<file path="src/rtl/cpu_ctrl_pkg.sv">
// cpu_ctrl_pkg: opcodes, ALU codes, sequencer state encoding and decode helpers
package cpu_ctrl_pkg;
  localparam logic [4:0] OP_LD   = 5'b00000;
  localparam logic [4:0] OP_LDI  = 5'b00001;
  localparam logic [4:0] OP_ST   = 5'b00010;
  localparam logic [4:0] OP_ADD  = 5'b00011;
  localparam logic [4:0] OP_SUB  = 5'b00100;
  localparam logic [4:0] OP_AND  = 5'b00101;
  localparam logic [4:0] OP_OR   = 5'b00110;
  localparam logic [4:0] OP_ADDI = 5'b01100;
  localparam logic [4:0] OP_ANDI = 5'b01101;
  localparam logic [4:0] OP_ORI  = 5'b01110;
  localparam logic [4:0] OP_BR   = 5'b10010;
  localparam logic [4:0] OP_NOP  = 5'b11010;
  localparam logic [4:0] OP_HALT = 5'b11011;
  localparam logic [4:0] ALU_ADD = 5'b00011;
  localparam logic [4:0] ALU_SUB = 5'b00100;
  localparam logic [4:0] ALU_AND = 5'b00101;
  localparam logic [4:0] ALU_OR  = 5'b00110;
  typedef enum logic [4:0] {
    S_RESET, S_T0, S_T1, S_T2,
    S_R3, S_R4, S_R5,
    S_I3, S_I4, S_I5,
    S_LI3, S_LI4, S_LI5,
    S_LD3, S_LD4, S_LD5, S_LD6, S_LD7,
    S_ST3, S_ST4, S_ST5, S_ST6, S_ST7,
    S_BR3, S_BR4, S_BR5, S_BR6,
    S_NOP3, S_HALT
  } state_t;
  function automatic logic is_wait(input state_t s);
    return s == S_T1 || s == S_LD6 || s == S_ST7;
  endfunction
  function automatic logic [4:0] imm_alu(input logic [4:0] op);
    return op == OP_ADDI ? ALU_ADD : op == OP_ANDI ? ALU_AND : ALU_OR;
  endfunction
  function automatic state_t decode(input logic [4:0] op);
    case (op)
      OP_ADD, OP_SUB, OP_AND, OP_OR: return S_R3;
      OP_ADDI, OP_ANDI, OP_ORI:      return S_I3;
      OP_LDI:                        return S_LI3;
      OP_LD:                         return S_LD3;
      OP_ST:                         return S_ST3;
      OP_BR:                         return S_BR3;
      OP_HALT:                       return S_HALT;
      default:                       return S_NOP3;
    endcase
  endfunction
endpackage

</file>
<file path="src/rtl/mem_wait_ctr.sv">
// mem_wait_ctr: 3-bit dwell counter holding memory strobes for MEM_WAIT+1 cycles
module mem_wait_ctr #(
  parameter int unsigned MEM_WAIT = 0
) (
  input  logic Clock,
  input  logic Reset,
  input  logic load,
  output logic done
);
  logic [2:0] cnt;
  always_ff @(posedge Clock) begin
    if (Reset) cnt <= '0;
    else if (load) cnt <= 3'(MEM_WAIT);
    else if (!done) cnt <= cnt - 3'd1;
  end
  assign done = cnt == 3'd0;
endmodule

</file>
<file path="src/rtl/control_sequencer.sv">
// control_sequencer: hardwired Moore control unit stepping the datapath through fetch and execute T-states
module control_sequencer
  import cpu_ctrl_pkg::*;
#(
  parameter int unsigned OPW      = 5,
  parameter int unsigned MEM_WAIT = 0
) (
  input  logic           Clock,
  input  logic           Reset,
  input  logic [OPW-1:0] opcode,
  input  logic           CON_out,
  output logic           PCout,
  output logic           Zlowout,
  output logic           MDRout,
  output logic           Cout,
  output logic           BAout,
  output logic           Rout,
  output logic           MARin,
  output logic           Zin,
  output logic           PCin,
  output logic           MDRin,
  output logic           IRin,
  output logic           Yin,
  output logic           Rin,
  output logic           CON_in,
  output logic           Gra,
  output logic           Grb,
  output logic           Grc,
  output logic           IncPC,
  output logic           Read,
  output logic           Write,
  output logic [OPW-1:0] operation,
  output logic           Run
);
  state_t state, state_next;
  logic [OPW-1:0] op_q;
  logic ctr_load, done;
  assign ctr_load = !is_wait(state);
  mem_wait_ctr #(.MEM_WAIT(MEM_WAIT)) u_ctr (
    .Clock(Clock),
    .Reset(Reset),
    .load (ctr_load),
    .done (done)
  );
  // opcode is captured as IR loads so T4 ALU selects stay a function of registered state
  always_ff @(posedge Clock) begin
    if (Reset) begin
      state <= S_RESET;
      op_q  <= '0;
    end else begin
      state <= state_next;
      if (state == S_T2) op_q <= opcode;
    end
  end
  always_comb begin
    state_next = state;
    case (state)
      S_RESET: state_next = S_T0;
      S_T0:    state_next = S_T1;
      S_T1:    state_next = done ? S_T2 : S_T1;
      S_T2:    state_next = decode(opcode);
      S_R3:    state_next = S_R4;
      S_R4:    state_next = S_R5;
      S_I3:    state_next = S_I4;
      S_I4:    state_next = S_I5;
      S_LI3:   state_next = S_LI4;
      S_LI4:   state_next = S_LI5;
      S_LD3:   state_next = S_LD4;
      S_LD4:   state_next = S_LD5;
      S_LD5:   state_next = S_LD6;
      S_LD6:   state_next = done ? S_LD7 : S_LD6;
      S_ST3:   state_next = S_ST4;
      S_ST4:   state_next = S_ST5;
      S_ST5:   state_next = S_ST6;
      S_ST6:   state_next = S_ST7;
      S_ST7:   state_next = done ? S_T0 : S_ST7;
      S_BR3:   state_next = S_BR4;
      S_BR4:   state_next = S_BR5;
      S_BR5:   state_next = S_BR6;
      S_HALT:  state_next = S_HALT;
      S_R5, S_I5, S_LI5, S_LD7, S_BR6, S_NOP3: state_next = S_T0;
      default: state_next = S_RESET;
    endcase
  end
  always_comb begin
    {PCout, Zlowout, MDRout, Cout, BAout, Rout} = '0;
    {MARin, Zin, PCin, MDRin, IRin, Yin, Rin, CON_in} = '0;
    {Gra, Grb, Grc, IncPC, Read, Write} = '0;
    operation = '0;
    Run = state != S_RESET && state != S_HALT;
    case (state)
      S_T0:                 {PCout, MARin} = '1;
      S_T1:                 {Read, MDRin, IncPC, PCin} = '1;
      S_T2:                 {MDRout, IRin} = '1;
      S_R3, S_I3:           {Grb, Rout, Yin} = '1;
      S_LI3, S_LD3, S_ST3:  {Grb, BAout, Yin} = '1;
      S_R5, S_I5, S_LI5:    {Zlowout, Gra, Rin} = '1;
      S_LD5, S_ST5:         {Zlowout, MARin} = '1;
      S_LD6:                {Read, MDRin} = '1;
      S_LD7:                {MDRout, Gra, Rin} = '1;
      S_ST6:                {Gra, Rout, MDRin} = '1;
      S_ST7:                Write = 1'b1;
      S_BR3:                {Gra, Rout, CON_in} = '1;
      S_BR4:                {PCout, Yin} = '1;
      S_BR6:                {Zlowout, PCin} = {2{CON_out}};
      S_R4: begin
        {Grc, Rout, Zin} = '1;
        operation = op_q;
      end
      S_I4: begin
        {Cout, Zin} = '1;
        operation = imm_alu(op_q);
      end
      S_LI4, S_LD4, S_ST4, S_BR5: begin
        {Cout, Zin} = '1;
        operation = ALU_ADD;
      end
      default: ;
    endcase
  end
endmodule

</file>
<file path="config.mk">
export PLATFORM = sky130hd
export DESIGN_NAME = control_sequencer
export DESIGN_NICKNAME = d
export VERILOG_FILES = /design/src/rtl/cpu_ctrl_pkg.sv /design/src/rtl/mem_wait_ctr.sv /design/src/rtl/control_sequencer.sv
export SDC_FILE = /design/constraint.sdc
export NUM_CORES = 1
export LEC_CHECK = 0
export ABC_AREA = 1
export BUFFER_PORTS_ARGS = -buffer_cell sky130_fd_sc_hd__buf_4
export CAP_MARGIN = 20
export CORE_UTILIZATION = 35
export CTS_BUF_LIST = sky130_fd_sc_hd__clkbuf_4 sky130_fd_sc_hd__clkbuf_8 sky130_fd_sc_hd__clkbuf_16
export CTS_CLUSTER_DIAMETER = 60
export DETAILED_ROUTE_END_ITERATION = 10
export PLACE_DENSITY = 0.6
export SYNTH_ARGS = -nofsm -noshare
export SYNTH_HDL_FRONTEND = slang
export SYNTH_SLANG_ARGS = --single-unit
</file>
<file path="constraint.sdc">
create_clock -name Clock -period 2.65 [get_ports Clock]
set_clock_uncertainty 0.05 [all_clocks]
set_input_delay 0.265 -clock Clock [delete_from_list [all_inputs] [get_ports Clock]]
set_output_delay 0.265 -clock Clock [all_outputs]
set_load 0.005 [all_outputs]
</file>
---- Yosys cells after proc, flatten, opt, wreduce, memory -nomap -nowiden ----
Memories as Yosys holds them, arrays and structs flattened.
Index checks and enable logic that the tools add are counted.
W data, S select, Z words.
cells by class
  add/subtract/negate cells ............... 1
  multiply operators ...................... 0
  div/mod/pow operators ................... 0
  magnitude comparators ................... 0
  equality and inequality tests ........... 31
  shift-type cells ........................ 0
  muxes and demuxes ....................... 27
  bitwise operators ....................... 1
  reduce and logical (&&, ||, !) cells .... 23
operator list
  kind                   count
  $pmux W5 S23           1
  $eq A5 B5 Y1 const B   13
  $eq A5 B4 Y1 const B   10
  $eq A5 B3 Y1 const B   4
  $mux W1                20
  $reduce_or A5 Y1       4
  $reduce_or A6 Y1       3
  $pmux W5 S3            1
  $eq A5 B2 Y1 const B   2
  $reduce_or A3 Y1       3
  $reduce_or A2 Y1       4
  $reduce_or A4 Y1       2
  $reduce_or A7 Y1       1
  $eq A5 B1 Y1 const B   1
  $logic_not A5 Y1       1
  $mux W5                1
  $ne A5 B5 Y1 const B   1
  $reduce_bool A5 Y1     1
  $pmux W1 S2            2
  $logic_not A3 Y1       1
  $mux W3                1
  $sub A3 B1 Y3 const B  1
  $logic_or A1 B1 Y1     2
  $mux W2                1
  other kinds (2)        2
storage, ports and cells
  bits in registers ....................... 13
  latch bits .............................. 0
  memory bits (writable) .................. 0
  ROM bits ................................ 160
  input bits .............................. 8
  output and inout bits ................... 26
  logic and storage cells ................. 87
  memories ................................ 1
memory list
  name              depth  width  rd ports  clocked after memory_dff  write ports  line                text
  (name not given)  32     5      1         0                         0            cpu_ctrl_pkg.sv:37  case (op)

---- Longest topological paths before layout ----
Gate-level depths: netlist of run 1.
  word-level depth ........................ 5
  depth in mapped cells ................... 11

---- Modules after synthesis ----
A second synthesis of run 1 with hierarchy kept.
second synthesis, totals
  cell total of the unflattened synthesis .. 235
  area, all modules ....................... 1388.8 µm²
by module, submodules not included
  module             times used  cells an instance  area each (µm²)
  control_sequencer  1           212                1224.9
  mem_wait_ctr       1           23                 163.9

---- Least setup slack after synthesis of run 1 ----
OpenSTA, ideal clock, no wires.
  kind .................................... register -> output
  start ................................... reg state[4]
  end ..................................... out operation[0]
  arrival time ............................ 1196 ps
  path slack .............................. 1139 ps
  stages on the path, launching flop included .. 8
  path buffers ............................ 2
  cells stage by stage .................... dfxtp_1 > buf_2 > inv_1 > buf_2 > nand2_1 > nor2_1 > nor3_2 > o221ai_1
between the ends
  word-level cells in the longest chain between the ends .. 3
RTL lines
  item                                                 line                     text
  start: declaration                                   control_sequencer.sv:35  state_t state, state_next;
  start signal: assignment                             control_sequencer.sv:51  state <= state_next;
  $eq A5 B5 Y1 / $eq A5 B4 Y1 (equally long branches)  control_sequencer.sv:91  case (state)
  $reduce_or A4 Y1                                     -
  $pmux W5 S3 (*)                                      control_sequencer.sv:91
  end: declaration                                     control_sequencer.sv:32  output logic [OPW-1:0] operation,
Mark *: on every way between the ends. The rest lies on a longest branch, timed or not.

---- Worst setup path after layout of run 1 ----
Ends and elaborated chain as after synthesis.

==> results of run 1 <==
[sequential cells by signal, summed over array words and instances (netlist names)]
name	count
op_q	5
state	5
u_ctr.cnt	3
[worst register-to-register path: cells and delay by family, from the launching register on]
family / cells / cell delay, ns
simple gates: 6 / 0.79
buf+inv: 1 / 0.23
flops: 1 / 0.48
[cell usage after synthesis, drive strengths merged]
master,instances
nand2,57
nor2,44
nand3,31
inv,29
dfxtp,13
o21ai,13
a21oi,11
ha,6
nand4,5
nor3,3
buf,2
and2,1
clkbuf,1
clkinv,1
o211ai,1
o21bai,1
o221ai,1
or2,1
xnor2,1
[metrics by stage]
step                      instances  utilization
after global placement          299       0.4561
after detailed placement        299       0.4561
after CTS                       303       0.4650
after floorplan                 222            -
after global routing            303       0.4650
final                           303       0.4650
[how the worst min path moves through the flow]
stage,to,slack (ns),cells past startpoint
finish,state[0],0.12,2
global route,state[0],0.12,2
CTS,state[1],0.11,2
detailed placement,u_ctr.cnt[1],0.41,2
global placement,u_ctr.cnt[1],0.40,2
floorplan,state[0],0.29,1
[logic make-up (layout without fill, tap and decap cells)]
group | after synthesis | in the layout
flops | 13 | 13
fa+ha+maj | 6 | 6
compound gates | 27 | 27
buf+inv | 33 | 68
xor+xnor | 1 | 1
simple gates | 142 | 142
[layout make-up]
class                      count  area share
multi-input combinational    176      0.5424
clock buffer                   4     0.01920
tap                           46     0.03680
sequential                    13      0.1664
inverter                      30     0.07200
timing repair buffer          34      0.1632
[power breakdown]
| part | switching, mW | internal, mW |
|---|---|---|
| Clock | 0.0671 | 0.0687 |
| Sequential | 0.0400 | 0.232 |
| Combinational | 0.311 | 0.214 |
| Total | 0.418 | 0.514 |
[per-layer routing]
layer,part of all wire,global-route usage
met2,0.44,0.3059
met5,0,0
met3,0.056,0.01261
met1,0.48,0.2701
met4,0.026,0.08571
==> impl_metrics.py, run 1 <==
metrics = {
    "outcome": {
        "status": "complete, no violations",
    },
    "grt": {
        "grt_pass1_wl_um": 5402,
        "antenna_found_initial": 0,
        "grt_usage": 0.1930,
        "overflow": 0,
        "grt_max_degree": 12,
        "grt_pass1_vias": 1213,
    },
    "critical_path": {
        "start_kind": "flip-flop",
        "critical_path.top_delay_family": "simple AND/OR/NAND/NOR gates",
        "arrival_ns": 1.80,
        "crit_slowest_cell": "dfxtp_1",
        "crit_type": "flip-flop to output pin",
        "rr_worst_depth": 7,
        "crit_end": "operation[0]",
        "cp_cell_sequence": "inv_1 -> nand2_1 -> nor2_1 -> nor3_2 -> o221ai_1 -> buf_4",
        "cp.depth": 6,
        "timing.rr.start": "state[4]",
        "crit_start": "state[4]",
        "cp_num_buf_inv": 2,
        "cp.required_ns": 2.34,
        "cp-end-kind": "output pin",
        "reg2reg_to": "state[0]",
        "cpPeakStageDelay_ns": 0.48,
        "ff2ff_setup_slack_ns": 1.01,
        "crit_fanout": 11,
    },
    "placed_design": {
        "dp_slack_ns": 0.8572,
        "portBuffers": 33,
        "dp_hpwl_um": 2791,
        "placed_cell_area_um2": 1534,
        "gp_congestion": 0.9503,
    },
    "finish": {
        "n_antenna_cell": 0,
        "n_fill_cell": 388,
        "area.growth.synth_to_final_pct": 26.65,
        "fin_nets": 272,
        "stdcell_area_um2": 1564,
        "layout-drive-gt1-share": 0.1946,
        "seqCellArea_um2": 260.3,
        "final_cell_mix": "nand2_1 (56), nor2_1 (38), buf_4 (34), nand3_1 (31), inv_1 (26)",
        "final_common_cell": "nand2_1",
        "multi_input_area_um2": 848.3,
    },
    "sta": {
        "slew_violations": 0,
        "fin_crit_sh": 0.7983,
        "final-setup-viol-count": 0,
        "slew_headroom": 0.7531,
        "fin_ws_ns": 0.5345,
        "finalHoldViolCount": 0,
        "rsz0062_at_grt": "no",
        "tightestPinTransition_ns": 0.3699,
        "min_period_ns": 2.115,
        "tns_ns": 0,
        "holdWs_ns": 0.1239,
        "fmaxAchievable_mhz": 472.7,
    },
    "drt": {
        "dr_total_vias": 1501,
        "first_pass_iters": 5,
        "avgViaCountPerCell": 4.954,
        "drt-wirelength-per-cell_um": 11.13,
        "remaining_drc_errors": 0,
        "dr.first_iter.drc_count": 97,
        "wl_um": 3373,
        "ant_nets": 0,
    },
    "cts": {
        "cts_sinks": 13,
        "cts_max_level": 1,
        "cts_root_buffer": "clkbuf_4",
        "clockBufferDepth": 2,
        "cts_resized": 0,
        "cts_tree": "yes",
        "clock_latency_ns": 0.28,
        "cts.clk_slew.worst_paths_ns": 0.08,
        "cts_setup_buffers": 0,
        "cts_buffers": 3,
        "hold_buffers": 0,
    },
    "pwr": {
        "power_mw": 0.9320,
        "p_leak_nw": 0.8564,
        "ir_drop_uv": 245.7,
        "pwr_density_cell_nw_per_um2": 595.9,
    },
    "hold_path": {
        "min-delay-start": "Reset",
        "hold_class": "input pin to flip-flop",
    },
    "logic_synthesis": {
        "synthXorXnorAreaFrac": 0.007092,
        "synth.top_cell.area_share": 0.2107,
        "synth_top_family_by_area": "simple AND/OR/NAND/NOR gates",
        "synth_cells": 222,
        "syn-cell-area_um2": 1235,
        "synth-simple-area-share": 0.5025,
        "synthAdderAreaFrac": 0.06079,
        "synth-seq-cells": 13,
        "netlist_top_cells_area": "dfxtp_1 (21%), nand2_1 (17%), nand3_1 (13%)",
        "synth_mux_area_frac": 0,
        "synth_compound_area_frac": 0.1165,
        "synth_nets": 236,
        "yosysWarnings": 0,
        "yosysUniqueCellTypes": 25,
        "yosys.area.top_type": "dfxtp_1",
        "synth_seq_area_share": 0.2107,
        "synth_area_per_cell_um2": 5.563,
    },
    "floorplan": {
        "die_y_um": 61.40,
        "coreArea_um2": 3363,
        "die-area_um2": 3770,
        "rows": 21,
        "start_util": 0.3672,
        "fp.dieW_um": 61.40,
        "ioPinCount": 34,
    },
    "run": {
        "drv_cap": 0,
    },
}
Power figures use the tool's default switching activity.
==> inputs of run 2 (changes only) <==
--- a/config.mk
+++ b/config.mk
@@ -5,14 +5,14 @@
 export SDC_FILE = /design/constraint.sdc
 export NUM_CORES = 1
 export LEC_CHECK = 0
-export ABC_AREA = 1
+export ABC_AREA = 0
 export BUFFER_PORTS_ARGS = -buffer_cell sky130_fd_sc_hd__buf_4
 export CAP_MARGIN = 20
 export CORE_UTILIZATION = 35
 export CTS_BUF_LIST = sky130_fd_sc_hd__clkbuf_4 sky130_fd_sc_hd__clkbuf_8 sky130_fd_sc_hd__clkbuf_16
 export CTS_CLUSTER_DIAMETER = 60
 export DETAILED_ROUTE_END_ITERATION = 10
-export PLACE_DENSITY = 0.6
+export PLACE_DENSITY = 0.58
 export SYNTH_ARGS = -nofsm -noshare
 export SYNTH_HDL_FRONTEND = slang
 export SYNTH_SLANG_ARGS = --single-unit
==> constraint.sdc (replaced) <==
create_clock -name Clock -period 2.2 [get_ports Clock]
set_clock_uncertainty 0.05 [all_clocks]
set_input_delay 0.22 -clock Clock [delete_from_list [all_inputs] [get_ports Clock]]
set_output_delay 0.22 -clock Clock [all_outputs]
set_load 0.005 [all_outputs]
==> run 2 against run 1 <==
Compared with the run above: critical path depth increased by 1; cell area increased by 20%; count of clock-buffer cells in the layout unchanged; setup slack got worse by 0.41 ns; worst hold slack improved by 0.026 ns; critical endpoint is now Zlowout; highest routed layer unchanged.
==> impl_metrics.py, run 2 <==
metrics = {
    "cts": {
        "cts_root_buffer": "clkbuf_8",
        "cts_buffers": 3,
        "cts_setup_buffers": 0,
        "hold_buffers": 0,
        "clockBufferDepth": 2,
        "cts_tree": "yes",
        "cts_max_level": 1,
        "cts_resized": 0,
        "cts.clk_slew.worst_paths_ns": 0.07,
        "cts_sinks": 13,
        "clock_latency_ns": 0.26,
    },
    "pwr": {
        "ir_drop_uv": 426.7,
        "pwr_density_cell_nw_per_um2": 914.4,
        "p_leak_nw": 0.8118,
    },
    "logic_synthesis": {
        "synth_cells": 224,
        "synth_mux_area_frac": 0.05087,
        "syn-cell-area_um2": 1574,
        "synth-seq-cells": 13,
        "yosysWarnings": 0,
        "synth_seq_area_share": 0.1653,
        "synth_common_cells": "nor2_1 (28), nand2_1 (24), a21oi_1 (16)",
        "synth.top_cell.area_share": 0.1653,
        "synthFlopType": "dfxtp_1",
        "synth_most_common_cell": "nor2_1",
        "netlist_top_cells_area": "dfxtp_1 (17%), nor2_1 (6.7%), nand2_1 (5.7%)",
        "synth_edf_count": 0,
        "yosysUniqueCellTypes": 47,
        "synthArstFlopShare": 0,
        "synthAdderAreaFrac": 0.05405,
        "synthXorXnorAreaFrac": 0.02146,
        "yosys.area.top_type": "dfxtp_1",
        "synth_nets": 238,
        "synth_area_per_cell_um2": 7.027,
        "synth-simple-area-share": 0.3410,
        "synth_top_family_by_area": "simple AND/OR/NAND/NOR gates",
        "synth_compound_area_frac": 0.2536,
    },
    "grt": {
        "grt_pass1_vias": 1556,
        "grt_usage": 0.1874,
        "overflow": 0,
        "grt_max_degree": 19,
        "antenna_found_initial": 0,
        "grt_pass1_wl_um": 7320,
    },
    "drt": {
        "drt-wirelength-per-cell_um": 14.42,
        "avgViaCountPerCell": 5.467,
        "remaining_drc_errors": 0,
        "dr_total_vias": 1662,
        "ant_nets": 0,
        "wl_um": 4383,
        "dr.first_iter.drc_count": 153,
        "first_pass_iters": 4,
    },
    "critical_path": {
        "crit_fanout": 14,
        "cp.required_ns": 1.93,
        "rr_worst_depth": 5,
        "crit_start": "state[2]",
        "start_kind": "flip-flop",
        "crit_end": "Zlowout",
        "ff2ff_setup_slack_ns": 0.38,
        "cp-end-kind": "output pin",
        "timing.rr.start": "state[1]",
        "crit_type": "flip-flop to output pin",
        "reg2reg_to": "state[1]",
        "arrival_ns": 1.80,
    },
    "sta": {
        "fmaxAchievable_mhz": 482.6,
        "tns_ns": 0,
        "slew_violations": 0,
        "slew_headroom": 0.5998,
        "fin_crit_sh": 0.9419,
        "final-setup-viol-count": 0,
        "min_period_ns": 2.072,
        "finalHoldViolCount": 0,
        "holdWs_ns": 0.1496,
        "tightestPinTransition_ns": 0.5995,
        "rsz0062_at_grt": "no",
    },
    "finish": {
        "n_antenna_cell": 0,
        "final_cell_mix": "buf_4 (44), nor2_1 (28), nand2_1 (24), a21oi_1 (16), o21ai_0 (15)",
        "fin_nets": 267,
        "layout-drive-gt1-share": 0.2183,
        "top_regs": "op_q x5, state x5, u_ctr.cnt x3",
        "final_common_cell": "buf_4",
        "area.growth.synth_to_final_pct": 19.00,
    },
    "placed_design": {
        "gp_congestion": 0.9152,
        "dp_hpwl_um": 3336,
        "portBuffers": 33,
    },
    "outcome": {
        "status": "complete, no violations",
    },
    "floorplan": {
        "die-area_um2": 4769,
        "ioPinCount": 34,
        "start_util": 0.3640,
        "coreArea_um2": 4324,
        "die_y_um": 69.06,
        "rows": 24,
        "fp.dieW_um": 69.06,
    },
    "run": {
        "drv_cap": 0,
    },
    "hold_path": {
        "hold_class": "input pin to flip-flop",
    },
}
-- run 2: critical path, stage by stage (launching register included) --
cell     delay [ns]
dfxtp_1        0.48
buf_4          0.28
nor2b_1        0.19
o21ai_0        0.13
mux2i_1        0.19
nand2_1        0.07
o31ai_1        0.06
buf_4          0.15
-- run 2: cell type report --
class                   count  area, um^2
repair buffers             44       330.3
clock buffers               4       48.80
fillers                   468        2451
multi-input cells         183        1137
well taps                  52       65.06
flip-flops and latches     13       261.5
inverters                   8       30.03
-- run 2: power by group --
part           switching [mW]  internal, mW  total, mW
Combinational           0.596         0.506       1.10
Sequential             0.0920         0.275      0.366
Clock                   0.103         0.141      0.244
Total                   0.791         0.922       1.71
-- run 2: layer usage --
layer,global-route usage,vias up,part of all wire
met4,0.06803,0,0.013
met1,0.2424,747,0.45
li1,-,852,-
met3,0.02924,4,0.054
met2,0.3128,59,0.48
met5,0,-,0
-- run 2: worst min path at each step --
stage	from	slack, ns	cells past startpoint	endpoint
global placement	Reset	0.42	2	state[2]
CTS	Reset	0.16	2	op_q[2]
floorplan	opcode[0]	0.32	2	op_q[0]
finish	Reset	0.15	2	op_q[2]
global route	Reset	0.17	2	state[0]
detailed placement	Reset	0.43	2	state[2]
-- run 2: cell families after synthesis --
logic type,after synthesis
AND/OR/NAND/NOR,102
adder cells (fa/ha/maj),7
multiplexers,8
AO/OA/AOI/OAI,63
XOR/XNOR,3
buffers and inverters,28
flip-flops,13
-- run 2: per-stage QoR --
step	utilization	setup slack, ns	power [mW]	area, um^2	instances
after floorplan	-	0.7588	1.124	1574	224
after global placement	0.4210	0.3222	1.474	1821	300
after detailed placement	0.4210	0.3506	1.458	1821	300
after CTS	0.4323	0.08583	1.708	1869	304
after global routing	0.4332	0.002598	1.846	1873	304
final	0.4332	0.1278	1.713	1873	304
